===== src/rtl/bcd_pkg.sv =====
// Shared types and constants for the BCD number-conversion datapath.
package bcd_pkg;

    typedef logic [3:0] bcd_digit_t;

    typedef enum logic [1:0] {
        IDLE    = 2'd0,
        CONVERT = 2'd1,
        DONE    = 2'd2
    } bcd2bin_state_t;

    localparam bcd_digit_t BCD_MAX_DIGIT = 4'd9;

    // True when a nibble is not a legal decimal digit.
    function automatic logic digit_invalid(input bcd_digit_t d);
        return (d > BCD_MAX_DIGIT);
    endfunction

endpackage


===== src/rtl/bcd_mul10_add.sv =====
// One Horner step of BCD-to-binary conversion: result = acc*10 + digit.
// carryOut flags that the exact step result does not fit in WIDTH bits.
module bcd_mul10_add
    import bcd_pkg::*;
#(
    parameter int WIDTH = 32
) (
    input  logic [WIDTH-1:0] acc,
    input  bcd_digit_t       digit,
    output logic [WIDTH-1:0] result,
    output logic             carryOut
);

    logic [WIDTH+3:0] wide_s;

    // acc*10 as (acc<<3)+(acc<<1); four guard bits hold any carry since 10*acc+15 < 16*2^WIDTH
    always_comb begin
        wide_s = ({4'b0000, acc} << 32'd3) + ({4'b0000, acc} << 32'd1) + {{WIDTH{1'b0}}, digit};
    end

    assign result   = wide_s[WIDTH-1:0];
    assign carryOut = |wide_s[WIDTH+3:WIDTH];

endmodule


===== src/rtl/bcd_to_binary.sv =====
// Sequential BCD-to-binary converter, one digit per clock, MSD first.
// Optional build macro BCD_DIGIT_CHECK_EN enables detection of digits above 9.
module bcd_to_binary
    import bcd_pkg::*;
#(
    parameter int binaryNumberWidth = 32,
    parameter int numberOfDigits    = 6
) (
    input  logic                                 clk,
    input  logic                                 rst,
    input  logic                                 load,
    input  logic [numberOfDigits-1:0][3:0]       BinaryDecimal,
    output logic [binaryNumberWidth-1:0]         binaryNumber,
    output logic                                 busy,
    output logic                                 enaOut,
    output logic                                 overflow,
    output logic                                 digitError
);

    localparam int CNT_W = (numberOfDigits > 1) ? $clog2(numberOfDigits) : 1;
    localparam logic [CNT_W-1:0] CNT_LAST = CNT_W'(numberOfDigits - 1);
    localparam logic [CNT_W-1:0] CNT_ONE  = CNT_W'(1);
    localparam logic [CNT_W-1:0] CNT_ZERO = CNT_W'(0);

    bcd2bin_state_t                     state_r;
    logic [binaryNumberWidth-1:0]       acc_r;
    logic [numberOfDigits*4-1:0]        shift_r;
    logic [CNT_W-1:0]                   cnt_r;
    logic                               ovf_r;
    logic                               derr_r;

    bcd_digit_t                         msd_s;
    logic [binaryNumberWidth-1:0]       accNext_s;
    logic                               stepCarry_s;
    logic                               digitBad_s;
    logic                               ovfNext_s;
    logic                               derrNext_s;

    assign msd_s = shift_r[numberOfDigits*4-1 -: 4];

    bcd_mul10_add #(
        .WIDTH (binaryNumberWidth)
    ) u_step (
        .acc      (acc_r),
        .digit    (msd_s),
        .result   (accNext_s),
        .carryOut (stepCarry_s)
    );

`ifdef BCD_DIGIT_CHECK_EN
    assign digitBad_s = digit_invalid(msd_s);
`else
    assign digitBad_s = 1'b0;
`endif

    assign ovfNext_s  = ovf_r | stepCarry_s;
    assign derrNext_s = derr_r | digitBad_s;

    // Conversion FSM, datapath registers and registered outputs; load overrides completion.
    always_ff @(posedge clk) begin
        if (!rst) begin
            state_r      <= IDLE;
            acc_r        <= {binaryNumberWidth{1'b0}};
            shift_r      <= {(numberOfDigits*4){1'b0}};
            cnt_r        <= CNT_ZERO;
            ovf_r        <= 1'b0;
            derr_r       <= 1'b0;
            binaryNumber <= {binaryNumberWidth{1'b0}};
            busy         <= 1'b0;
            enaOut       <= 1'b0;
            overflow     <= 1'b0;
            digitError   <= 1'b0;
        end else if (load) begin
            state_r <= CONVERT;
            acc_r   <= {binaryNumberWidth{1'b0}};
            shift_r <= BinaryDecimal;
            cnt_r   <= CNT_LAST;
            ovf_r   <= 1'b0;
            derr_r  <= 1'b0;
            busy    <= 1'b1;
            enaOut  <= 1'b0;
        end else begin
            case (state_r)
                CONVERT: begin
                    acc_r   <= accNext_s;
                    ovf_r   <= ovfNext_s;
                    derr_r  <= derrNext_s;
                    shift_r <= shift_r << 32'd4;
                    if (cnt_r == CNT_ZERO) begin
                        state_r      <= DONE;
                        binaryNumber <= accNext_s;
                        overflow     <= ovfNext_s;
                        digitError   <= derrNext_s;
                        busy         <= 1'b0;
                        enaOut       <= 1'b1;
                    end else begin
                        cnt_r  <= cnt_r - CNT_ONE;
                        enaOut <= 1'b0;
                    end
                end
                DONE: begin
                    state_r <= IDLE;
                    busy    <= 1'b0;
                    enaOut  <= 1'b0;
                end
                IDLE: begin
                    busy   <= 1'b0;
                    enaOut <= 1'b0;
                end
                default: begin
                    state_r <= IDLE;
                    busy    <= 1'b0;
                    enaOut  <= 1'b0;
                end
            endcase
        end
    end

endmodule


===== config.mk =====
export PLATFORM = sky130hd
export DESIGN_NAME = bcd_to_binary
export DESIGN_NICKNAME = d
export VERILOG_FILES = /design/src/rtl/bcd_pkg.sv /design/src/rtl/bcd_mul10_add.sv /design/src/rtl/bcd_to_binary.sv
export SDC_FILE = /design/constraint.sdc
export NUM_CORES = 1
export LEC_CHECK = 0
export CAP_MARGIN = 20
export CORE_ASPECT_RATIO = 1.1
export CORE_MARGIN = 8
export CORE_UTILIZATION = 45
export CTS_BUF_LIST = sky130_fd_sc_hd__clkbuf_4 sky130_fd_sc_hd__clkbuf_8 sky130_fd_sc_hd__clkbuf_16
export DETAILED_ROUTE_END_ITERATION = 12
export PLACE_DENSITY = 0.64
export SLEW_MARGIN = 20
export SYNTH_ARGS = -nofsm -noshare
export SYNTH_HDL_FRONTEND = slang
export SYNTH_HIERARCHICAL = 1
export SYNTH_SLANG_ARGS = --single-unit

===== constraint.sdc =====
create_clock -name clk -period 3.4 [get_ports clk]
set_input_delay 0.68 -clock clk [delete_from_list [all_inputs] [get_ports clk]]
set_output_delay 0.68 -clock clk [all_outputs]
set_load 0.02 [all_outputs]

==> results of run 1 <==
registers in the layout (all words and copies together) (netlist names):
name          flops
acc_r            32
binaryNumber     32
busy              1
cnt_r             3
enaOut            1
overflow          1
ovf_r             1
shift_r          24
state_r           2
cell usage in the layout (no fill, tap or decap), types with 9 or more instances in the layout:
master,instances
xnor2_1,15
xor2_1,10
mux2i_1,33
inv_1,17
clkdlybuf4s50_1,60
o21a_1,10
clkbuf_16,9
a21oi_1,60
dfxtp_1,95
a21o_1,20
nand2_1,192
nor2_1,27
nand3_1,10
o21ai_0,36
ha_1,64
buf_4,13
a31oi_1,27
logic make-up (layout without fill, tap and decap cells):
| kind of cell | after synthesis | count (layout) | synth area share [%] |
|---|---|---|---|
| other cells | 1 | 1 | 0.0634 |
| xor+xnor | 26 | 26 | 3.85 |
| flops | 97 | 97 | 32.8 |
| compound gates | 188 | 188 | 19.7 |
| simple gates | 263 | 263 | 18.6 |
| fa+ha+maj | 67 | 67 | 14.4 |
| buf+inv | 65 | 107 | 4.84 |
| mux | 34 | 34 | 5.77 |
tightest hold or removal path: stages (launching register included):
cell     delay [ns]
dfxtp_1        0.31
nand2_1        0.05
mux2i_1        0.05
power groups by stage:
| stage | sequential (mW) | clock (mW) | combinational [mW] |
|---|---|---|---|
| floorplan | 1.20 | 0 | 0.133 |
| global placement | 1.20 | 0 | 0.199 |
| detailed placement | 1.21 | 0 | 0.203 |
| CTS | 1.18 | 1.02 | 0.203 |
| global route | 1.18 | 1.06 | 0.225 |
| finish | 1.18 | 0.985 | 0.205 |
timing repair:
item | in CTS | in global routing
gates resized for setup | 0 | 19
pin swaps | 1 | 11
endpoints found under the setup margin | 1 | 20
hold endpoints to repair | 0 | 0
buffers inserted | 1 | 2
routing by layer:
| layer | vias up | global-route usage (%) | part of all wire, % |
|---|---|---|---|
| met5 | - | 0 | 0 |
| met4 | 0 | 7.65 | 1.9 |
| met3 | 20 | 3.37 | 3.9 |
| met2 | 96 | 28.9 | 47 |
| met1 | 2407 | 20.1 | 48 |
| li1 | 2646 | - | - |
metrics by stage:
step,utilization [%],cells,total power [mW],hold slack [ns],setup TNS [ns]
after floorplan,-,741,1.34,0.437,0
after global placement,50.5,925,1.40,0.442,0
after detailed placement,50.5,925,1.41,0.447,0
after CTS,52.8,942,2.40,0.459,0
after global routing,53.5,944,2.47,0.473,-0.00903
final,53.5,944,2.37,0.454,0
layout make-up:
type | count | area [sq um] | area share (%)
tap | 161 | 201 | 2.88
clock buffer | 10 | 239 | 3.42
clock inverter | 6 | 50.0 | 0.717
inverter | 17 | 63.8 | 0.914
sequential | 97 | 1940 | 27.8
multi-input combinational | 579 | 3780 | 54.2
timing repair buffer | 74 | 703 | 10.1
worst paths after layout:
kind | startpoint | endpoint | slack (ns) | cells after the start
hold / removal | binaryNumber[5] | binaryNumber[5] | 0.45 | 2
setup / recovery | acc_r[2] | overflow | 0.16 | 14
setup reg to reg | acc_r[2] | overflow | 0.16 | 14
hold reg to reg | binaryNumber[5] | binaryNumber[5] | 0.45 | 2
==> results.ini, run 1 <==
[outcome]
run_status=finished, final reports clean

[finish]
final_cell_area_sq_um=6980
diodes=0
fill_cells=1237
layout-drive-gt1-share_pct=6.39
area_growth_pct=18.0
final_nets=872

[sta]
fmax_mhz=309
worst_pin_slew_ns=0.680
period_minus_slack_ns=3.24
finClkSkew_ns=0.00800
fin_ws_ns=0.160
hold_viol_final=0
maxSlewHeadroom_pct=54.7
slew_violations=0
finalCritPeriodShare_pct=95.3
setup_viol=0

[worst_setup_path]
endpoint_kind=flip-flop
path_max_fanout=5
worst_ep_required_time_ns=3.63
start_kind=flip-flop
path_common_cell=nand4_1
cp_num_buf_inv=2
critPathTopFamily=compound AO/OA/AOI/OAI gates
cp_data_arrival_time_ns=3.47
worstPathCellList=inv_1 -> fa_2 -> inv_1 -> ha_1 -> a21o_1 -> nand4_1 -> a31oi_4 -> a2111o_1 -> a21o_1 -> and2_4 -> nand4_1 -> nand4_1 -> nor2_1 -> a211oi_2
critical_path_class=flip-flop to flip-flop
worst_path_max_delay_cell=fa_2
slowest_delay_ns=0.60

[synthesis]
ys_ff_latch=97
ys_warn_count=6
netlist_instances=741
syn_area_sq_um=5920
seq_area_frac_synth_pct=32.8
netlist.area_leader.share_pct=32.8
avgSynthCellArea_sq_um=7.99
async_flop_share_pct=0
synth_edf_count=0
ys_top_cells_by_count=nand2_1 (192), dfxtp_1 (97), ha_1 (65)
ys_types=53
yosys-top-cells-area=dfxtp_1 (33%), ha_1 (14%), nand2_1 (12%), mux2i_1 (5.6%), a21oi_1 (5.2%)
synth-main-ff-cell=dfxtp_1
syn_nets=835
yosysMostFrequentCell=nand2_1
synth_top_area_cell=dfxtp_1

[placed_design]
portBuffers=61
post-place-ws_ns=0.0205
place_congestion=0.891
dpl.hpwl_microns=10400
place_area_sq_um=6590

[floorplanning]
rows=44
die_x_microns=125
die_h_microns=136
ios=63
start_util_pct=45.4
die-area_sq_um=17100
coreArea_sq_um=13000

[power_and_ir_drop]
ir_drop_mv=0.225
power_per_cell_area_nw_per_um2=339
power_switching_mw=0.604
p_comb_share_pct=8.6
power.share.sequential_pct=49.8
p_int_mw=1.77
power.leakage_nw=2.99
clock_power_share_pct=41.6
switching_share_pct=25.5

[worst_hold_path]
hold_class=flip-flop to flip-flop

[clocking]
cts_tree=yes
cts-root-buf=clkbuf_16
cts_buffers=9
clock_sinks=97
cts.clk_slew.worst_paths_ns=0.07
worstSkewPairLatency_ns=0.35
cts.htree.levels=3
cts.path.max_buffers=2
cts_hold_buf=0

[routing]
dr.first_iter.drc_count=289
vias=5169
via_per_inst=5.48
firstDrtPassIters=4
drc=0
wl_microns=14300
detail-route-antenna-nets=0
drt-wirelength-per-cell_microns=15.1

[grt]
grt_use_total_pct=16.9
grt_antenna_before_repair=0
grt.overflow.total=0
grt_max_degree=39
grt_pass1_wl_microns=24000
first_global_vias=5161

[flow_run]
cap_viol_max_count=0

No activity file was read; power rests on OpenSTA's default activity.
==> run 2, diff against run 1 <==
--- a/config.mk
+++ b/config.mk
@@ -11,7 +11,8 @@
 export CORE_UTILIZATION = 45
 export CTS_BUF_LIST = sky130_fd_sc_hd__clkbuf_4 sky130_fd_sc_hd__clkbuf_8 sky130_fd_sc_hd__clkbuf_16
 export DETAILED_ROUTE_END_ITERATION = 12
-export PLACE_DENSITY = 0.64
+export GPL_TIMING_DRIVEN = 0
+export PLACE_DENSITY = 0.66
 export SLEW_MARGIN = 20
 export SYNTH_ARGS = -nofsm -noshare
 export SYNTH_HDL_FRONTEND = slang
==> constraint.sdc (replaced) <==
create_clock -name clk -period 2.82 [get_ports clk]
set_input_delay 0.564 -clock clk [delete_from_list [all_inputs] [get_ports clk]]
set_output_delay 0.564 -clock clk [all_outputs]
set_load 0.02 [all_outputs]
==> run 2 against run 1 <==
The flow now finishes with violations (negative setup slack). Combinational power is 31% higher. Clock skew up 0.0043 ns. Sequential power increased by 20%. Critical endpoint unchanged. Via count grew 6.9%. Sequential share of layout area decreased by 2.2 points. Critical path type unchanged. Global-route usage is 2.1 points higher. Fmax shrank 1.1%.
==> results.ini, run 2 (same netlist as run 1, synthesis figures left out) <==
[outcome]
run_status=complete, but fails checks
violations=negative setup slack

[clocking]
clock_sinks=97
worstSkewPairLatency_ns=0.36
cts_hold_buf=0
cts.clk_slew.worst_paths_ns=0.07
cts_tree=yes
cts.path.max_buffers=2
cts-root-buf=clkbuf_16
cts_buffers=9
cts.htree.levels=3

[placed_design]
portBuffers=59
post-place-ws_ns=-0.564
dpl.hpwl_microns=11800
place_congestion=0.885
dp.cells=961

[worst_setup_path]
worstPathCellList=inv_2 -> fa_2 -> fa_2 -> nor2b_2 -> o21bai_1 -> a31oi_2 -> a221o_1 -> buf_4 -> buf_4 -> a31oi_4 -> o22ai_2 -> mux2i_1 -> nand4_1 -> nor2_2 -> a211oi_2
critical_path_class=flip-flop to flip-flop
worst_path_max_delay_cell=fa_2
slowest_delay_ns=0.59
endpoint_kind=flip-flop
path_max_fanout=3
critPathTopFamily=compound AO/OA/AOI/OAI gates
worst_ep_required_time_ns=3.06
cp_num_buf_inv=3
cp_data_arrival_time_ns=3.52
reg2reg_slack_ns=-0.46
start_kind=flip-flop

[grt]
grt.overflow.total=0
grt_antenna_before_repair=0
first_global_vias=5644
grt_use_total_pct=19.0
grt_pass1_wl_microns=26700
grt_max_degree=18

[flow_run]
cap_viol_max_count=0

[sta]
holdWs_ns=0.454
slew_violations=0
period_minus_slack_ns=3.28
maxSlewHeadroom_pct=55.9
fin_ws_ns=-0.457
hold_viol_final=0
rsz0062_at_grt=yes
finClkSkew_ns=0.0123
worst_pin_slew_ns=0.661
setup_viol=39
fmax_mhz=305
finalCritPeriodShare_pct=116

[routing]
wl_microns=16100
firstDrtPassIters=5
drc=0
via_per_inst=5.54
drt-wirelength-per-cell_microns=16.1
vias=5524
detail-route-antenna-nets=0
dr.first_iter.drc_count=274

[finish]
layout-drive-gt1-share_pct=16.7
final_nets=926
area_growth_pct=28.6
layout_commonest_cell=nand2_1
layout_common_cells=nand2_1 (192), dfxtp_1 (91), clkdlybuf4s50_1 (59)
final_cells=998
top_regs=acc_r x32, binaryNumber x32, shift_r x24
diodes=0

[power_and_ir_drop]
ir_drop_mv=0.300
power_per_cell_area_nw_per_um2=378
p_total_mw=2.88
power.leakage_nw=3.24

[floorplanning]
die_h_microns=136
start_util_pct=45.4
ios=63
die-area_sq_um=17100
rows=44
coreArea_sq_um=13000
die_x_microns=125

[worst_hold_path]
hold_class=flip-flop to flip-flop

==> run 2: metrics by stage <==
| stage | TNS (ns) | area [sq um] | util [%] |
|---|---|---|---|
| 3_3_place_gp | -8.94 | 6740 | 51.7 |
| 6_report | -9.15 | 7610 | 58.4 |
| 3_5_place_dp | -10.81 | 6740 | 51.7 |
| 5_1_grt | -14.74 | 7610 | 58.4 |
| 4_1_cts | -6.94 | 7390 | 56.6 |
| 2_1_floorplan | -0.638 | 5950 | - |
==> run 2: final timing paths <==
kind	start	to	depth (start not counted)
worst max-delay path	acc_r[0]	overflow	15
worst min register to register	binaryNumber[16]	binaryNumber[16]	2
worst min-delay path	binaryNumber[16]	binaryNumber[16]	2
worst max register to register	acc_r[0]	overflow	15
==> run 2: cell type report <==
class | count | area, sq um
fill | 1176 | 5430
multi-input combinational | 579 | 4110
sequential | 97 | 1950
timing repair buffer | 84 | 801
clock buffer | 10 | 233
buffer | 44 | 208
tap | 161 | 201
inverter | 17 | 63.8
clock inverter | 6 | 47.5
==> run 2: worst reg2reg max path, delay by kind of cell, from the launching register on <==
kind	cells	cell delay, ns
buffers and inverters	3	0.33
and+or+nand+nor	3	0.40
adders and majority gates	2	0.81
AOI/OAI and AO/OA	6	1.06
muxes	1	0.20
DFF	1	0.34
==> run 2: report_power, final <==
part           switching, mW  internal [mW]  total [mW]
sequential            0.0191           1.40        1.42
combinational          0.167          0.103       0.269
clock                  0.570          0.620        1.19
total                  0.756           2.13        2.88
==> run 2: timing repair <==
action | in CTS | in global routing
resized for setup | 50 | 43
pin swaps | 48 | 34
endpoints found under the setup margin | 40 | 48
setup buffers | 25 | 9
==> run 2: routing by layer <==
metal / share of wire (%) / track usage [%]
met5: 0 / 0
met3: 4.1 / 3.53
met1: 45 / 22.2
met4: 2.5 / 9.28
met2: 48 / 33.1
==> run 3, diff against run 2 <==
--- a/config.mk
+++ b/config.mk
@@ -5,6 +5,7 @@
 export SDC_FILE = /design/constraint.sdc
 export NUM_CORES = 1
 export LEC_CHECK = 0
+export ABC_AREA = 1
 export CAP_MARGIN = 20
 export CORE_ASPECT_RATIO = 1.1
 export CORE_MARGIN = 8
@@ -13,7 +14,7 @@
 export DETAILED_ROUTE_END_ITERATION = 12
 export GPL_TIMING_DRIVEN = 0
 export PLACE_DENSITY = 0.66
-export SLEW_MARGIN = 20
+export SLEW_MARGIN = 5
 export SYNTH_ARGS = -nofsm -noshare
 export SYNTH_HDL_FRONTEND = slang
 export SYNTH_HIERARCHICAL = 1
==> run 3 against run 2 <==
The flow now finishes without violations. Clock skew is 0.0052 ns lower. Largest cell class unchanged. Fmax is 20% higher. Critical path type unchanged. Largest power group unchanged. Area after synthesis is 12% higher.
==> results.ini, run 3 <==
[worst_setup_path]
endpoint_kind=flip-flop
r2r_cells=20
path_max_fanout=3
start_kind=flip-flop
worst_ep_required_time_ns=3.07
cp_data_arrival_time_ns=2.98
critical_path_class=flip-flop to flip-flop

[clocking]
cts_buffers=9
clock_sinks=97
cts-root-buf=clkbuf_16
cts_tree=yes
cts.htree.levels=3
cts.clk_slew.worst_paths_ns=0.07
cts.path.max_buffers=2
worstSkewPairLatency_ns=0.35

[finish]
area_growth_pct=18.9
top_regs=acc_r x32, binaryNumber x32, shift_r x24
final_cell_area_sq_um=7900
layout_common_cells=nand2_1 (278), inv_1 (134), nor2_1 (125)
final_nets=1184
layout_commonest_cell=nand2_1
diodes=0
layout-drive-gt1-share_pct=9.32

[grt]
grt_antenna_before_repair=0
grt_use_total_pct=18.5
grt_max_degree=17
grt.overflow.total=0
grt_pass1_wl_microns=28600
first_global_vias=5974

[routing]
drt-wirelength-per-cell_microns=13.4
drc=0
wl_microns=17300
firstDrtPassIters=4
via_per_inst=4.90
detail-route-antenna-nets=0
vias=6312
dr.first_iter.drc_count=379

[synthesis]
ys_top_cells_by_count=nand2_1 (284), inv_1 (137), nor2_1 (126)
synth_top_area_cell=dfxtp_1
yosysMostFrequentCell=nand2_1
avgSynthCellArea_sq_um=6.55
ys_warn_count=6
syn_area_sq_um=6650
seq_area_frac_synth_pct=29.2
async_flop_share_pct=0
yosys-top-cells-area=dfxtp_1 (29%), nand2_1 (16%), ha_1 (12%), inv_1 (7.7%), nor2_1 (7.1%)
netlist.area_leader.share_pct=29.2
netlist_instances=1014
synth_edf_count=0
synth-main-ff-cell=dfxtp_1
ys_types=38
syn_nets=1108
ys_ff_latch=97

[floorplanning]
coreArea_sq_um=14400
rows=46
die_x_microns=132
ios=63
die_h_microns=143
die-area_sq_um=18900
start_util_pct=46.0

[sta]
period_minus_slack_ns=2.73
finalCritPeriodShare_pct=96.8
holdWs_ns=0.459
fin_tns_setup_ns=0
rsz0062_at_grt=yes
worst_pin_slew_ns=0.515
fmax_mhz=366
hold_viol_final=0
finClkSkew_ns=0.00712
maxSlewHeadroom_pct=65.7
setup_viol=0
slew_violations=0

[power_and_ir_drop]
ir_drop_mv=0.309
power_per_cell_area_nw_per_um2=432
power.leakage_nw=3.95

[placed_design]
portBuffers=59
dpl.hpwl_microns=13900
place_area_sq_um=7480
place_congestion=0.958

[worst_hold_path]
hold_class=flip-flop to flip-flop
hold_path_depth=2

[outcome]
run_status=finished, final reports clean

[flow_run]
cap_viol_max_count=0

[run 3: cell types whose count changed after synthesis, moves of 9 or more]
cell and change:
a21oi_1 +21, nand2_2 +11, nor2_1 +99, o21a_1 -9, clkbuf_1 -26, a31oi_1 -28, nand3_1 +38, a21o_1 -20
inv_1 +120, o21ai_0 +15, nand2_1 +92, mux2i_1 -33
[run 3: worst paths after layout]
path,start,end,slack [ns]
max,shift_r[23],overflow,0.09
min,shift_r[20],shift_r[20],0.46
max reg2reg,shift_r[23],overflow,0.09
min reg2reg,shift_r[20],shift_r[20],0.46
[run 3: what timing repair did]
| action | CTS | global route |
|---|---|---|
| hold buffers | 0 | 0 |
| gates resized for setup | 3 | 20 |
| setup buffers | 0 | 6 |
| pin swaps | 1 | 14 |
| setup endpoints to repair | 4 | 17 |
| gates cloned | 0 | 0 |
| endpoints found under the hold margin | 0 | 0 |
[run 3: through the flow]
step	worst slack, ns	power, mW	instances	util (%)
2_1_floorplan	0.336	1.94	1014	-
3_3_place_gp	-0.0704	2.15	1265	51.8
3_5_place_dp	-0.0683	2.15	1265	51.8
4_1_cts	0.0127	3.44	1281	54.0
5_1_grt	-0.0756	3.58	1287	54.7
6_report	0.0900	3.42	1287	54.7
[run 3: per-layer routing]
metal  share of wire, %  track usage, %  vias to the layer above
met5                  0               0                        -
met3                3.9            3.04                       23
met2                 46            30.7                      109
met1                 48            23.4                     2838
met4                2.2            7.92                        0
li1                   -               -                     3342
[run 3: cell families after synthesis]
group | Yosys count | share of synthesized area [%]
DFF | 97 | 29.2
buffers and inverters | 181 | 11.9
and+or+nand+nor | 493 | 30.9
other | 1 | 0.0564
adders and majority gates | 67 | 12.8
xor gates and xnor gates | 23 | 3.03
AOI/OAI and AO/OA | 152 | 12.1
[run 3: worst max-delay path: stages (launching register included)]
cell     delay [ns]
dfxtp_2        0.36
inv_2          0.04
fa_1           0.58
inv_1          0.06
ha_1           0.28
nand3_2        0.08
nand3_2        0.08
nand2_1        0.09
nand2_2        0.07
nand2_2        0.08
nand2_4        0.06
nand2_2        0.08
nand2_1        0.05
nand2_1        0.06
nand2_1        0.04
nor2_1         0.11
nand2_1        0.13
nor2_2         0.14
nand3_2        0.09
nand2_2        0.10
nor2_1         0.04
[run 3: power breakdown]
part	switching (mW)	internal [mW]
logic	0.387	0.255
registers	0.0467	1.44
clock network	0.546	0.741
total	0.980	2.44
[run 3: layout make-up]
cell class	instances	area [sq um]
clock buffer	11	253
fill	1471	6550
buffer	37	246
clock inverter	5	61.3
tap	192	240
inverter	144	542
multi-input combinational	736	3970
timing repair buffer	65	636
sequential	97	1950
==> patch 1, RTL diff (flow settings as in run 2) <==
Add a define of `BCD_DIGIT_CHECK_EN`.
--- a/src/rtl/bcd_to_binary.sv
+++ b/src/rtl/bcd_to_binary.sv
@@ -1,5 +1,7 @@
 // Sequential BCD-to-binary converter, one digit per clock, MSD first.
 // Optional build macro BCD_DIGIT_CHECK_EN enables detection of digits above 9.
+`define BCD_DIGIT_CHECK_EN
+
 module bcd_to_binary
     import bcd_pkg::*;
 #(
Formal check against the unedited RTL: not equivalent (a bounded check fails within 10 cycles, from zero or initial values and one cycle with rst low).
==> patch 1 against run 2 <==
- the flow still finishes with violations (setup timing)
- area after synthesis increased by 1.8%
- worst setup slack lost 0.15 ns
- worst hold slack better by 0.0097 ns
- routed wire length grew 14%
- final cell count grew 1.8%
- power increased by 6.7%
- utilization grew 2.8 points
- sequential cell count up 2
- synthesized cell count grew 2.0%
- design area increased by 5.6%
- critical path type unchanged
==> patch 1: results (changes against run 2) <==
Finish
  • Fill cells: 1,136 (was 1,176)
  • Fraction of layout cells with a size suffix above 1: 22.0% (was 16.7%)
  • Largest regs: acc_r (32), binaryNumber (32), shift_r (24) (unchanged)
  • Fin nets: 944 (was 926)

Worst setup path
  • R2r endpoint: binaryNumber[28] (was overflow)
  • Max stage delay on crit path: 0.59 ns (about the same)
  • Arr. time, crit path: 3.70 ns (was 3.52 ns)
  • Worst R2R Start: shift_r[23] (was acc_r[0])
  • Crit path max fanout: 2 (was 3)

Synthesis
  • Post-Syn Nets: 850 (was 835)
  • Synth cell types: 55 (was 53)
  • Register area share after synthesis: 32.9% (was 32.8%)
  • Top cells by area, synth: dfxtp_1 33%, ha_1 14%, nand2_1 8.0% (was dfxtp_1 33%, ha_1 14%, nand2_1 12%)
  • Commonest cells in the netlist: 128 x nand2_1, 99 x dfxtp_1, 95 x a21oi_1 (was 192 x nand2_1, 97 x dfxtp_1, 65 x ha_1)

Placed design
  • DP HPWL: 13.6 mm (was 11.8 mm)
  • Port bufs: 61 (was 59)
  • Setup WS pre-CTS: -0.812 ns (was -0.564 ns)
  • GP Congestion: 0.862 (was 0.885)

Timing
  • # setup viols final: 37 (was 39)
  • Slew HR: 56.8% (was 55.9%)
  • Min setup slack post-route: -0.603 ns (was -0.457 ns)
  • TNS Setup: -10.32 ns (was -9.15 ns)
  • Hold Slack: 0.463 ns (was 0.454 ns)
  • Setup Skew: 0.00846 ns (was 0.0123 ns)

Clocking
  • CTS clk-pin slew, worst paths: 0.07 ns (about the same)
  • Clock buffer depth: 2 (unchanged)
  • Clock latency on the worst-skew pair: 0.34 ns (was 0.36 ns)

GRT
  • Met3 usage: 3.45% (was 3.53%)
  • Total Routing Usage GR: 20.3% (was 19.0%)
  • Largest net degree at the start of global routing: 17 (was 18)
  • Initial antenna violation count: 0 (unchanged)
  • GR Util met1: 22.5% (was 22.2%)
  • Vias in the first global route: 5,904 (was 5,644)
  • Global-route wire length before repair: 28.5 mm (was 26.7 mm)

Drt
  • Via density: 5.82 (was 5.54)
  • Detailed Routing Iterations Pass 1: 5 (unchanged)
  • Per-cell routed wire length: 18.0 um (was 16.1 um)
  • Iter 0 DRT Violations: 403 (was 274)

Min path
  • Worst hold endpoint: shift_r[22] (was binaryNumber[16])
  • Hold Startpoint: shift_r[18] (was binaryNumber[16])

Status
  • Failing checks: setup timing (unchanged)
  • Status: complete, but fails checks (unchanged)

Power
  • Switching part of the total power: 25.5% (was 26.2%)
  • Pleak: 3.31 nW (was 3.24 nW)
  • Maximum VDD drop: 0.318 mV (was 0.300 mV)
[patch 1: cell count changes after synthesis, sizes merged, moves of 2 or more]
| cell | run 2 | this run |
|---|---|---|
| and3 | 4 | 2 |
| buf | 16 | 28 |
| nand2 | 192 | 128 |
| clkbuf | 32 | 27 |
| a21oi | 62 | 95 |
| nor3 | 2 | 4 |
| mux2i | 33 | 1 |
| o21ai | 38 | 71 |
| nand3 | 10 | 42 |
| dfxtp | 97 | 99 |
[patch 1: worst max-delay path, delay by kind of cell, from the launching register on]
kind                       cells  cell delay, ns
AOI/OAI and AO/OA              7            1.56
xor gates and xnor gates       1            0.15
adders and majority gates      2            0.83
buffers and inverters          3            0.31
DFF                            1            0.33
and+or+nand+nor                2            0.17
[patch 1: how the worst max path moves through the flow]
stage / to / slack (ns) / cells after the start
6_report: binaryNumber[28] / -0.60 / 15
4_1_cts: overflow / -0.51 / 13
2_1_floorplan: overflow / -0.23 / 13
5_1_grt: ovf_r / -0.69 / 14
3_5_place_dp: overflow / -0.81 / 14
3_3_place_gp: ovf_r / -0.75 / 13
[patch 1: layout make-up]
cell class / count / area [sq um] / share of cell area, %
Clock buffer: 11 / 253 / 3.14
Sequential cell: 99 / 1990 / 24.8
Timing Repair Buffer: 90 / 881 / 11.0
Inverter: 18 / 67.6 / 0.840
Tap cell: 161 / 201 / 2.51
Clock inverter: 5 / 60.1 / 0.747
Multi-Input combinational cell: 584 / 4340 / 53.9
Buffer: 48 / 251 / 3.13
[patch 1: power by group through the flow]
stage	Clock [mW]	Sequential (mW)	Combinational [mW]
global route	1.35	1.46	0.368
finish	1.28	1.45	0.338
global placement	0	1.48	0.310
CTS	1.29	1.45	0.328
detailed placement	0	1.49	0.318
floorplan	0	1.48	0.196
[patch 1: through the flow]
stage                     cell area [sq um]  instances
after global routing                   8040       1016
after detailed placement               6850        978
after CTS                              7610       1012
after global placement                 6850        978
final                                  8040       1016
after floorplan                        6040        756
[patch 1: routing by layer]
| metal | vias up | share of wire (%) | wire, um |
|---|---|---|---|
| li1 | 2877 | - | - |
| met1 | 2838 | 41 | 7580 |
| met5 | - | 0 | 0 |
| met4 | 0 | 2.3 | 430 |
| met3 | 30 | 4.6 | 845 |
| met2 | 171 | 52 | 9460 |
[patch 1: repair_timing]
| item | CTS | global route |
|---|---|---|
| resized for setup | 61 | 76 |
| buffers inserted | 20 | 13 |
| setup endpoints to repair | 46 | 48 |
| pin swaps | 41 | 47 |
[patch 1: cell families (layout without fill, tap and decap cells)]
group / after synthesis / in the layout / share of synthesized area (%)
compound gates: 255 / 255 / 25.7
fa+ha+maj: 67 / 67 / 14.2
flops: 99 / 99 / 32.9
simple gates: 234 / 234 / 17.4
buf+inv: 73 / 172 / 5.73
mux: 2 / 2 / 0.353
xor+xnor: 26 / 26 / 3.78
==> patch 2, RTL diff (config.mk and constraints of run 2) <==
Made on the original files. Reset style: asynchronous (`rst`), changed in one clocked block.
--- a/src/rtl/bcd_to_binary.sv
+++ b/src/rtl/bcd_to_binary.sv
@@ -57,7 +57,7 @@
     assign derrNext_s = derr_r | digitBad_s;
 
     // Conversion FSM, datapath registers and registered outputs; load overrides completion.
-    always_ff @(posedge clk) begin
+    always_ff @(posedge clk or negedge rst) begin
         if (!rst) begin
             state_r      <= IDLE;
             acc_r        <= {binaryNumberWidth{1'b0}};
Formal check against the unedited RTL: differs if rst is asserted again (counterexample within 4 cycles, from zero or initial values and one cycle with rst low); with rst held inactive, the same outputs for 4 cycles.
==> patch 2 against run 2 <==
- first-iteration DRC count is 6.9% lower
- final cell count is 7.8% lower
- design area is 3.9% higher
- critical path type unchanged
- the flow still finishes with violations (setup timing)
- non-clock buffer count is 11 lower
- via count is 8.0% lower
- routed wire length is 4.1% lower
- sequential cell count stayed put
- worst setup slack worse by 0.024 ns
- area after synthesis is 3.5% higher
Power is not compared: it rests on default switching activity, and its combinational part moved more than twofold at a synthesized area within 25%.
==> patch 2: results (changes against run 2) <==
Synthesis
  • Post-synthesis mux area share: 9.50% (was 5.77%)
  • Post-Syn Instances: 640 (was 741)
  • Register area share after synthesis: 39.6% (was 32.8%)
  • Post-Syn Nets: 734 (was 835)
  • Xor/xnor share of the synthesized area: 3.72% (was 3.85%)
  • Synth Area in Compound Gates: 16.7% (was 19.7%)
  • Top cells by area, synth: dfrtp_1 40%, ha_1 13%, nand2_1 6.9% (was dfxtp_1 33%, ha_1 14%, nand2_1 12%)
  • Adder-Cell Fraction of Synth Area: 13.9% (was 14.4%)
  • Synth warnings: 6 (unchanged)
  • Commonest cells in the netlist: 112 x nand2_1, 97 x dfrtp_1, 65 x ha_1 (was 192 x nand2_1, 97 x dfxtp_1, 65 x ha_1)
  • Async SR Flop Fraction: 100% (was 0%)

Clocking
  • Postcts setup bufs: 12 (was 25)
  • Cts repair resizes: 25 (was 50)
  • TritonCTS buffer count: 9 (unchanged)

Finish
  • Area grow syn2layout: 29.1% (was 28.6%)
  • Non-filler instance count after layout: 920 (was 998)
  • Fraction of layout cells with a size suffix above 1: 18.2% (was 16.7%)
  • Fin nets: 825 (was 926)
  • Fill cells: 1,093 (was 1,176)

Power
  • Clock power frac: 17.8%

Placed design
  • Setup WS pre-CTS: -0.571 ns (was -0.564 ns)
  • Port bufs: 60 (was 59)
  • GP Congestion: 0.902 (was 0.885)
  • Placed Area: 0.00704 sq mm (was 0.00674 sq mm)
  • DP Cell Count: 885 (was 961)
  • DP HPWL: 10.8 mm (was 11.8 mm)

Drt
  • Per-cell routed wire length: 16.8 um (was 16.1 um)
  • Met2 WL post-DR: 7.71 mm (was 7.79 mm)
  • Met1 WL: 6.59 mm (was 7.24 mm)
  • WL met3: 736 um (was 653 um)
  • Via density: 5.52 (was 5.54)
  • Iter 0 DRT Violations: 255 (was 274)

GRT
  • GR Util met1: 20.6% (was 22.2%)
  • Met3 usage: 4.35% (was 3.53%)
  • Vias in the first global route: 5,205 (was 5,644)
  • Total Routing Usage GR: 17.2% (was 19.0%)
  • Global-route wire length before repair: 24.9 mm (was 26.7 mm)
  • Largest net degree at the start of global routing: 69 (was 18)
  • Grt met2 use: 28.7% (was 33.1%)

Status
  • Failing checks: setup timing (unchanged)
  • Status: complete, but fails checks (unchanged)

Worst setup path
  • Crit path from: shift_r[23] (was acc_r[0])
  • Crit path max fanout: 5 (was 3)
  • Arr. time, crit path: 3.53 ns (was 3.52 ns)
  • R2r endpoint: ovf_r (was overflow)
  • Top delay family on crit path: compound AO/OA/AOI/OAI gates (unchanged)
  • WS Path Type: reg -> reg (unchanged)

Timing
  • Slew @ Worst Pin: 0.631 ns (was 0.661 ns)
  • # setup viols final: 41 (was 39)
  • Hold Slack: 0.0760 ns (was 0.454 ns)
  • TNS Setup: -11.27 ns (was -9.15 ns)
  • Setup Skew: 0.0111 ns (was 0.0123 ns)
  • Min setup slack post-route: -0.480 ns (was -0.457 ns)

Min path
  • HP Class: in -> async (was reg -> reg)
## patch 2: cell count changes in the layout (fill, tap and decap cells not counted), moves of 4 or more
cell / delta
mux2_4: +16
a31oi_1: -22
clkbuf_1: -10
dfrtp_1: +97
dfxtp_2: -6
a21oi_2: -9
mux2_1: +14
nand3_1: -4
xnor2_2: -4
nand2_1: -80
a21oi_1: +4
dfxtp_1: -91
mux2i_1: -12
## patch 2: layout make-up
| cell class | instances | area share (%) |
|---|---|---|
| Multi-Input combinational cell | 490 | 49.0 |
| Inverter | 16 | 0.759 |
| Buffer | 34 | 2.21 |
| Sequential cell | 97 | 30.7 |
| Clock inverter | 6 | 1.20 |
| Tap cell | 184 | 2.91 |
| Timing Repair Buffer | 83 | 10.2 |
| Clock buffer | 10 | 3.02 |
